==> src/rtl/mul_seq_pkg.sv <==
// Shared ALU constants and types for the sequential multiplier and its adder.
package mul_seq_pkg;

    localparam int MUL_W    = 16;
    localparam int MUL_ITER = 16;
    localparam int CNT_W    = 5;

    typedef enum logic [1:0] {
        IDLE = 2'd0,
        CALC = 2'd1,
        DONE = 2'd2
    } mul_state_e;

endpackage

==> src/rtl/cla.sv <==
// 16-bit carry-lookahead adder: four 4-bit lookahead groups joined by a
// second lookahead level over the group generate/propagate terms.
module cla
    import mul_seq_pkg::*;
(
    input  logic [MUL_W-1:0] A,
    input  logic [MUL_W-1:0] B,
    input  logic             C_in,
    output logic [MUL_W-1:0] S,
    output logic             C_out
);

    logic [MUL_W-1:0] g;
    logic [MUL_W-1:0] p;
    logic [MUL_W-1:0] c;
    logic [3:0]       gg;
    logic [3:0]       pg;
    logic [4:0]       gc;

    assign g = A & B;
    assign p = A ^ B;

    always_comb begin
        gg = '0;
        pg = '0;
        gc = '0;
        c  = '0;
        for (int i = 0; i < 4; i++) begin
            gg[i] = g[4*i+3]
                  | (p[4*i+3] & g[4*i+2])
                  | (p[4*i+3] & p[4*i+2] & g[4*i+1])
                  | (p[4*i+3] & p[4*i+2] & p[4*i+1] & g[4*i]);
            pg[i] = &p[4*i +: 4];
        end
        // Second-level lookahead: every group carry-in comes straight from C_in.
        gc[0] = C_in;
        gc[1] = gg[0] | (pg[0] & C_in);
        gc[2] = gg[1] | (pg[1] & gg[0]) | (pg[1] & pg[0] & C_in);
        gc[3] = gg[2] | (pg[2] & gg[1]) | (pg[2] & pg[1] & gg[0])
              | (pg[2] & pg[1] & pg[0] & C_in);
        gc[4] = gg[3] | (pg[3] & gg[2]) | (pg[3] & pg[2] & gg[1])
              | (pg[3] & pg[2] & pg[1] & gg[0])
              | (pg[3] & pg[2] & pg[1] & pg[0] & C_in);
        for (int i = 0; i < 4; i++) begin
            c[4*i]   = gc[i];
            c[4*i+1] = g[4*i] | (p[4*i] & gc[i]);
            c[4*i+2] = g[4*i+1] | (p[4*i+1] & g[4*i])
                     | (p[4*i+1] & p[4*i] & gc[i]);
            c[4*i+3] = g[4*i+2] | (p[4*i+2] & g[4*i+1])
                     | (p[4*i+2] & p[4*i+1] & g[4*i])
                     | (p[4*i+2] & p[4*i+1] & p[4*i] & gc[i]);
        end
    end

    assign S     = p ^ c;
    assign C_out = gc[4];

endmodule

==> src/rtl/mul_seq.sv <==
// Sequential 16x16 unsigned shift-and-add multiplier sharing one CLA across
// 16 iterations; fixed 17-cycle busy window followed by one idle cycle.
module mul_seq
    import mul_seq_pkg::*;
(
    input  logic                 clk,
    input  logic                 rst,
    input  logic                 start,
    input  logic [MUL_W-1:0]     a,
    input  logic [MUL_W-1:0]     b,
    output logic                 busy,
    output logic                 done,
    output logic [2*MUL_W-1:0]   product
);

    localparam logic [CNT_W-1:0] LAST_ITER = CNT_W'(MUL_ITER - 1);

    mul_state_e         state_q, state_d;
    logic [MUL_W-1:0]   mcand_q, mcand_d;
    logic [MUL_W-1:0]   hi_q, hi_d;
    logic [MUL_W-1:0]   lo_q, lo_d;
    logic [CNT_W-1:0]   cnt_q, cnt_d;
    logic [2*MUL_W-1:0] product_q, product_d;

    logic [MUL_W-1:0]   add_b;
    logic [MUL_W-1:0]   sum;
    logic               carry;
    logic [2*MUL_W-1:0] shifted;

    assign add_b = lo_q[0] ? mcand_q : '0;

    cla u_cla (
        .A     (hi_q),
        .B     (add_b),
        .C_in  (1'b0),
        .S     (sum),
        .C_out (carry)
    );

    // The adder carry becomes the MSB of the shifted partial product.
    assign shifted = {carry, sum, lo_q[MUL_W-1:1]};

    always_ff @(posedge clk) begin
        if (rst) begin
            state_q <= IDLE;
        end else begin
            state_q <= state_d;
        end
    end

    always_comb begin
        state_d = state_q;
        case (state_q)
            IDLE:    if (start) state_d = CALC;
            CALC:    if (cnt_q == LAST_ITER) state_d = DONE;
            DONE:    state_d = IDLE;
            default: state_d = IDLE;
        endcase
    end

    always_comb begin
        busy = (state_q != IDLE);
        done = (state_q == DONE);
    end

    always_comb begin
        mcand_d   = mcand_q;
        hi_d      = hi_q;
        lo_d      = lo_q;
        cnt_d     = cnt_q;
        product_d = product_q;
        case (state_q)
            IDLE: begin
                if (start) begin
                    mcand_d = a;
                    lo_d    = b;
                    hi_d    = '0;
                    cnt_d   = '0;
                end
            end
            CALC: begin
                {hi_d, lo_d} = shifted;
                cnt_d        = cnt_q + CNT_W'(1);
                if (cnt_q == LAST_ITER) begin
                    product_d = shifted;
                end
            end
            default: ;
        endcase
    end

    always_ff @(posedge clk) begin
        if (rst) begin
            mcand_q   <= '0;
            hi_q      <= '0;
            lo_q      <= '0;
            cnt_q     <= '0;
            product_q <= '0;
        end else begin
            mcand_q   <= mcand_d;
            hi_q      <= hi_d;
            lo_q      <= lo_d;
            cnt_q     <= cnt_d;
            product_q <= product_d;
        end
    end

    assign product = product_q;

endmodule

==> config.mk <==
export PLATFORM = sky130hd
export DESIGN_NAME = mul_seq
export DESIGN_NICKNAME = d
export VERILOG_FILES = /design/src/rtl/mul_seq_pkg.sv /design/src/rtl/cla.sv /design/src/rtl/mul_seq.sv
export SDC_FILE = /design/constraint.sdc
export NUM_CORES = 1
export LEC_CHECK = 0
export BUFFER_PORTS_ARGS = -buffer_cell sky130_fd_sc_hd__buf_2
export CAP_MARGIN = 20
export CORE_ASPECT_RATIO = 0.6
export CORE_MARGIN = 10
export CORE_UTILIZATION = 60
export DETAILED_ROUTE_END_ITERATION = 8
export HOLD_SLACK_MARGIN = 0.05
export PLACE_DENSITY = 0.83
export SLEW_MARGIN = 20
export SYNTH_ARGS = -nofsm -noshare
export SYNTH_HDL_FRONTEND = slang
export SYNTH_SLANG_ARGS = --single-unit
==> constraint.sdc <==
create_clock -name clk -period 4.65 [get_ports clk]
set_clock_uncertainty 0.15 [all_clocks]
set_input_delay 0.2325 -clock clk [delete_from_list [all_inputs] [get_ports clk]]
set_output_delay 0.2325 -clock clk [all_outputs]
set_load 0.005 [all_outputs]
# Yosys cells after proc, flatten, opt, wreduce, memory -nomap -nowiden
# Cells that the tools add are included.
# classes
addsub	1
n_mul	0
div	0
order_cmp	0
n_eq_ne	5
shift	0
n_mux	10
n_bitwise	102
reduce_logical	10
# ops
operator	count
$pmux W16 S2	2
$and A1 B1 Y1	60
$mux W16	3
$or A1 B1 Y1	39
$xor A16 B16 Y16	2
$and A16 B16 Y16	1
$reduce_and A4 Y1	3
$pmux W5 S2	1
$reduce_and A2 Y1	4
$add A5 B1 Y5 const B	1
$eq A5 B4 Y1 const B	1
$mux W5	1
$mux W2	2
$ne A2 B2 Y1 const B	2
$pmux W2 S2	1
$reduce_bool A2 Y1	2
$eq A2 B1 Y1 const B	1
$eq A2 B2 Y1 const B	1
$logic_not A2 Y1	1
# word_totals
reg_bits	87
latchBits	0
mem_bits_rw	0
rom_bits	0
elab_cells	134
n_memories	0

# Longest topological paths before layout
# depth
depth_word	13
depth_mapped	14
depth_no_buf	13

# Cells and area by module
# From an unflattened synthesis, not the netlist that was laid out.
# unflattened
hier_cells	458
hier_area_um2	4161.5
# modules_own_cells
module	instances	cells_per_inst	area_each_um2
mul_seq	1	358	3339.5
cla	1	100	822.0

# Worst setup path before layout
# OpenSTA, ideal clock, no wires.
# synth_timing
path_type	register to register
start	register lo_q[0]
end	register hi_q[8]
arrival_ns	2.518
t_required_ns	4.372
path_slack_ns	1.855
stages_incl_launch_ff	15
path_buffers	1
path_cell_list	dfxtp_1 -> clkbuf_1 -> nand2_1 -> inv_1 -> ha_1 -> a41o_1 -> a21oi_2 -> o22ai_2 -> a21boi_1 -> inv_1 -> fa_1 -> xnor2_1 -> nor2_1 -> a31oi_1 -> nor2_1
# synth_via
elab_chain_cells	12
elab_cells_between_ends	26
classes_between	mux (2); bitwise (23); reduce/logical (1)
# synth_lines
item	line_no	rtl
start, declared	mul_seq.sv:21	logic [MUL_W-1:0] lo_q, lo_d;
start signal, assigned	mul_seq.sv:102	lo_q <= lo_d;
$mux W16 (*)	mul_seq.sv:30	assign add_b = lo_q[0] ? mcand_q : '0;
$xor A16 B16 Y16 / $and A16 B16 Y16 (equally long branches)	cla.sv:21, cla.sv:20	
$and A1 B1 Y1 (on tied branches)	cla.sv:30, cla.sv:31, cla.sv:32	
$or A1 B1 Y1 (tied with other cells)	cla.sv:30	| (p[4*i+3] & g[4*i+2])
$or A1 B1 Y1 / $and A1 B1 Y1 (equally long branches)	cla.sv:31, cla.sv:32	
$or A1 B1 Y1	cla.sv:32	| (p[4*i+3] & p[4*i+2] & p[4*i+1] & g[4*i]);
$and A1 B1 Y1	cla.sv:38	gc[2] = gg[1] | (pg[1] & gg[0]) | (pg[1] & pg[0] & C_in);
$or A1 B1 Y1	cla.sv:38	
$and A1 B1 Y1	cla.sv:46	c[4*i+1] = g[4*i] | (p[4*i] & gc[i]);
$or A1 B1 Y1	cla.sv:46	
$xor A16 B16 Y16 (*)	cla.sv:55	assign S = p ^ c;
$pmux W16 S2 (*)	mul_seq.sv:72	case (state_q)
end signal, assigned	mul_seq.sv:101	hi_q <= hi_d;
end, declared	mul_seq.sv:20	logic [MUL_W-1:0] hi_q, hi_d;
# Every way passes the cells marked *; elsewhere a longest branch is shown, timed or not.
# A chain may end at the register's enable or synchronous reset.

# Final worst setup path
# Ends and elaborated chain as after synthesis.

==> results <==
- The layout filler cell count is between 400 and 500.
- The number of antenna diodes in the final layout is 0.
- The detailed-route vias per instance is 5.67.
- The critical hold path startpoint is product[10].
- Along the worst path, the maximum fanout reaches 17.
- The count of port buffers added during placement is 68.
- CTS saw between 80 and 90 sinks.
- Clock-pin slew was measured on the worst setup and hold paths at roughly 80 ps.
- The power density relative to cell area is roughly 300 nW/µm².
- In this run, synthesis produced a sequential element count of 87.
- The area of the mapped netlist is 3990 µm².
- For this run, the post-layout net count is 640.
- The die covers 10400 µm².
- The slew at the pin with the worst max-slew slack is 860 ps.
- The y dimension of the die is 83.1 µm.
- The largest voltage drop on the vdd net is 0.323 mV.
- The highest achievable clock rate is just under 300 MHz.
- The destination of the worst register-to-register timing path is hi_q[8].
- The kind of launch point of the worst setup path is a flip-flop.
- The final hold violation count came to 0.
- The flow ran to the end, and the final reports show no timing, DRC or antenna violations.
- Setup repair after global routing left no endpoint under its margin.
- The worst hold path terminates at product[10].
- The number of antenna violations at the first check in global routing is 0.
- The critical path is of the flip-flop to flip-flop type.
- In this run, the number of DRC markers left after iteration 0 of detailed routing was 375.
- For this run, the leading register cell type out of synthesis is dfxtp_1.
- The count of maximum capacitance violations is 0.
- The routed length per placed instance is approximately 16 µm.
- The worst setup path is captured at a flip-flop.
- The number of cells traversed by the worst register-to-register path is 12.
- The share of synthesized area occupied by flip-flops and latches is 43.7%.
- In this run the standard cell core region covers 6280 µm².
- The distinct cell type count of the synthesized netlist is 40.
- The tree is rooted in a clkbuf_8.
- For this configuration, the core starts out at a cell density of 63.5%.
- The number of enable-type register cells in the synthesized netlist is 0.
- The global-route usage over all layers is 20.3%.
- The normalized max-slew margin is ~43%.
- Adding up every negative setup slack in the final design gives 0 ps.
- After technology mapping, the gate count stands at 503.
- The length of the first detailed-routing pass in iterations is 5.
- Across all hold checks on the routed design, the worst slack comes to 304 ps.
- In this run the count of I/O pins placed on the die edge is 69.
- The critical path data required time is 4730 ps.
- Row generation in the floorplan step produced 22 rows.
- In this run the horizontal extent of the chip is 125 µm.
- The reported leakage power is a little over 0.002 µW.
- The data arrival time of the critical path is 3480 ps.
- The worst hold path depth is 2.
- The warning count from the yosys run is 0.
- The number of max-slew violations in the final report came to 0.
- The insertion delay to the later sink of the worst-skew pair is ~370 ps.
- The HPWL after detailed placement is 6.94 mm.
- The wire length of the first global-routing pass is 17.9 mm.
- In the final layout, the share of cells above drive strength 1 is 16.2%.
- Setup violations remaining at the end of the flow were counted as 0.
- CTS built an H-tree with a depth of 3.
- The net count after synthesis is 560.
- The clock buffer count from CTS is 9.
- The synthesized area per cell is 7.93 µm².
- The worst reg2reg path startpoint is lo_q[0].
- In this run the remaining antenna-violating nets after routing total 0.
- The worst hold path belongs to the class flip-flop to flip-flop.
- The DRC violation count after routing is 0.
- Entering global routing, the biggest net connects between 60 and 70 pins.
- The clock tree from TritonCTS is built.
- The congestion estimate from routability-driven global placement came to 0.802.
- The post-detailed-routing wire length is 10.8 mm.
- The number of global-route vias before repair is ~3700.
- Relative to the synthesized area, the layout overhead comes to 22.0%.
- The final critical path takes up 73.2% of the cycle.
- The worst setup slack for register-to-register paths is 1250 ps.
- The time the worst path needs with I/O delays and setup is 3400 ps.
- After synthesis, the share of flip-flops with an asynchronous set or reset is 0%.
- Detailed routing inserted a total of approximately 3800 vias.
- After global routing the overflow that remains totals 0.
- The number of buffers between clock root and the deepest sink is 2.
[cells in the mapped netlist, types with 4 or more instances]
library cell / instances / area share, %
fa_1: 4 / 2.0
a31oi_1: 7 / 1.1
a311oi_1: 16 / 3.5
inv_1: 11 / 1.0
nor2_1: 42 / 4.0
nand4_1: 4 / 0.63
nand3_1: 21 / 2.6
nand2_1: 130 / 12
a211oi_1: 7 / 1.3
dfxtp_1: 87 / 44
clkbuf_1: 32 / 3.0
a21oi_1: 60 / 7.5
buf_1: 4 / 0.38
and2_1: 17 / 2.7
xnor2_1: 7 / 1.5
ha_1: 18 / 5.6
[critical path: stages, from the launching register on]
cell	delay (ps)
dfxtp_1	680
and2_1	210
ha_1	270
a41o_1	270
a21oi_2	180
o22ai_2	150
a21boi_1	370
inv_1	120
fa_1	390
xnor2_1	190
nor2_1	60
a31oi_1	160
nor2_1	60
[layout by cell type, fill, tap and decap left out, drive strengths merged, types with 3 or more instances in the layout]
master and instances:
dfxtp 87, clkbuf 12, ha 18, inv 11, a211oi 7, nor2 42
a311oi 16, nand2 130, xnor2 7, dlygate4sd3 32, and2 17, nand4 4
buf 74, a21oi 62, a21o 3, nand3 21, fa 4, a31oi 7
or4 3
[per-stage QoR]
stage               total power, µW  utilization (%)  std cells  setup slack [ps]  cell area, µm²
finish                         1480             77.5        671              1250            4870
global placement                930             69.2        624              1490            4340
floorplan                       893                -        503              1850            3990
CTS                            1480             77.4        671              1300            4860
detailed placement              936             69.2        624              1330            4340
global route                   1540             77.5        671              1010            4870
[state kept, by name, indices dropped and copies added, names as in the netlist]
name	flops
cnt_q	5
hi_q	16
mcand_q	16
state_q	2
product	32
lo_q	16
[worst max-delay path by stage]
stage,from,to,slack (ps),cells after the start
after CTS,lo_q[0],hi_q[8],1300,12
after global routing,lo_q[0],hi_q[8],1010,12
final,lo_q[0],hi_q[8],1250,12
after detailed placement,lo_q[0],hi_q[8],1330,12
after global placement,lo_q[0],hi_q[8],1490,12
after floorplan,lo_q[0],hi_q[8],1850,14
[logic make-up (layout without fill, tap and decap cells)]
kind of cell	Yosys count	after routing	synth area share, %
AND/OR/NAND/NOR	229	229	24.6
AO/OA/AOI/OAI	110	110	18.0
flip-flops	87	87	43.7
buffers and inverters	48	132	4.55
adder cells (fa/ha/maj)	22	22	7.66
XOR/XNOR	7	7	1.54
[area by class of cell]
cell class,instances,area [µm²],share of cell area (%)
clock inverter,3,42.5,0.874
timing repair buffer,106,706,14.5
tap,84,105,2.16
clock buffer,12,155,3.19
inverter,11,41.3,0.849
multi-input combinational,368,2070,42.6
sequential,87,1740,35.8
[report_power, final]
group	switching, µW	total (µW)	internal [µW]
registers	22.0	792	770
logic	90.4	152	61.8
clock network	261	535	274
total	373	1480	1110
[metal layers]
layer  vias up  part of all wire (%)  track usage [%]
li1       1871                     -                -
met1      1780                    45             26.1
met4         0                  0.96             6.11
met5         -                     0                0
met2       141                    46             31.5
met3        12                   7.6             6.60
[what timing repair did]
item / in CTS / in global routing
hold buffers: 32 / 0
resized for setup: 0 / 0
setup buffers: 0 / 0
endpoints found under the hold margin: 32 / 0
Note: power is estimated with default switching activity, not from simulation.
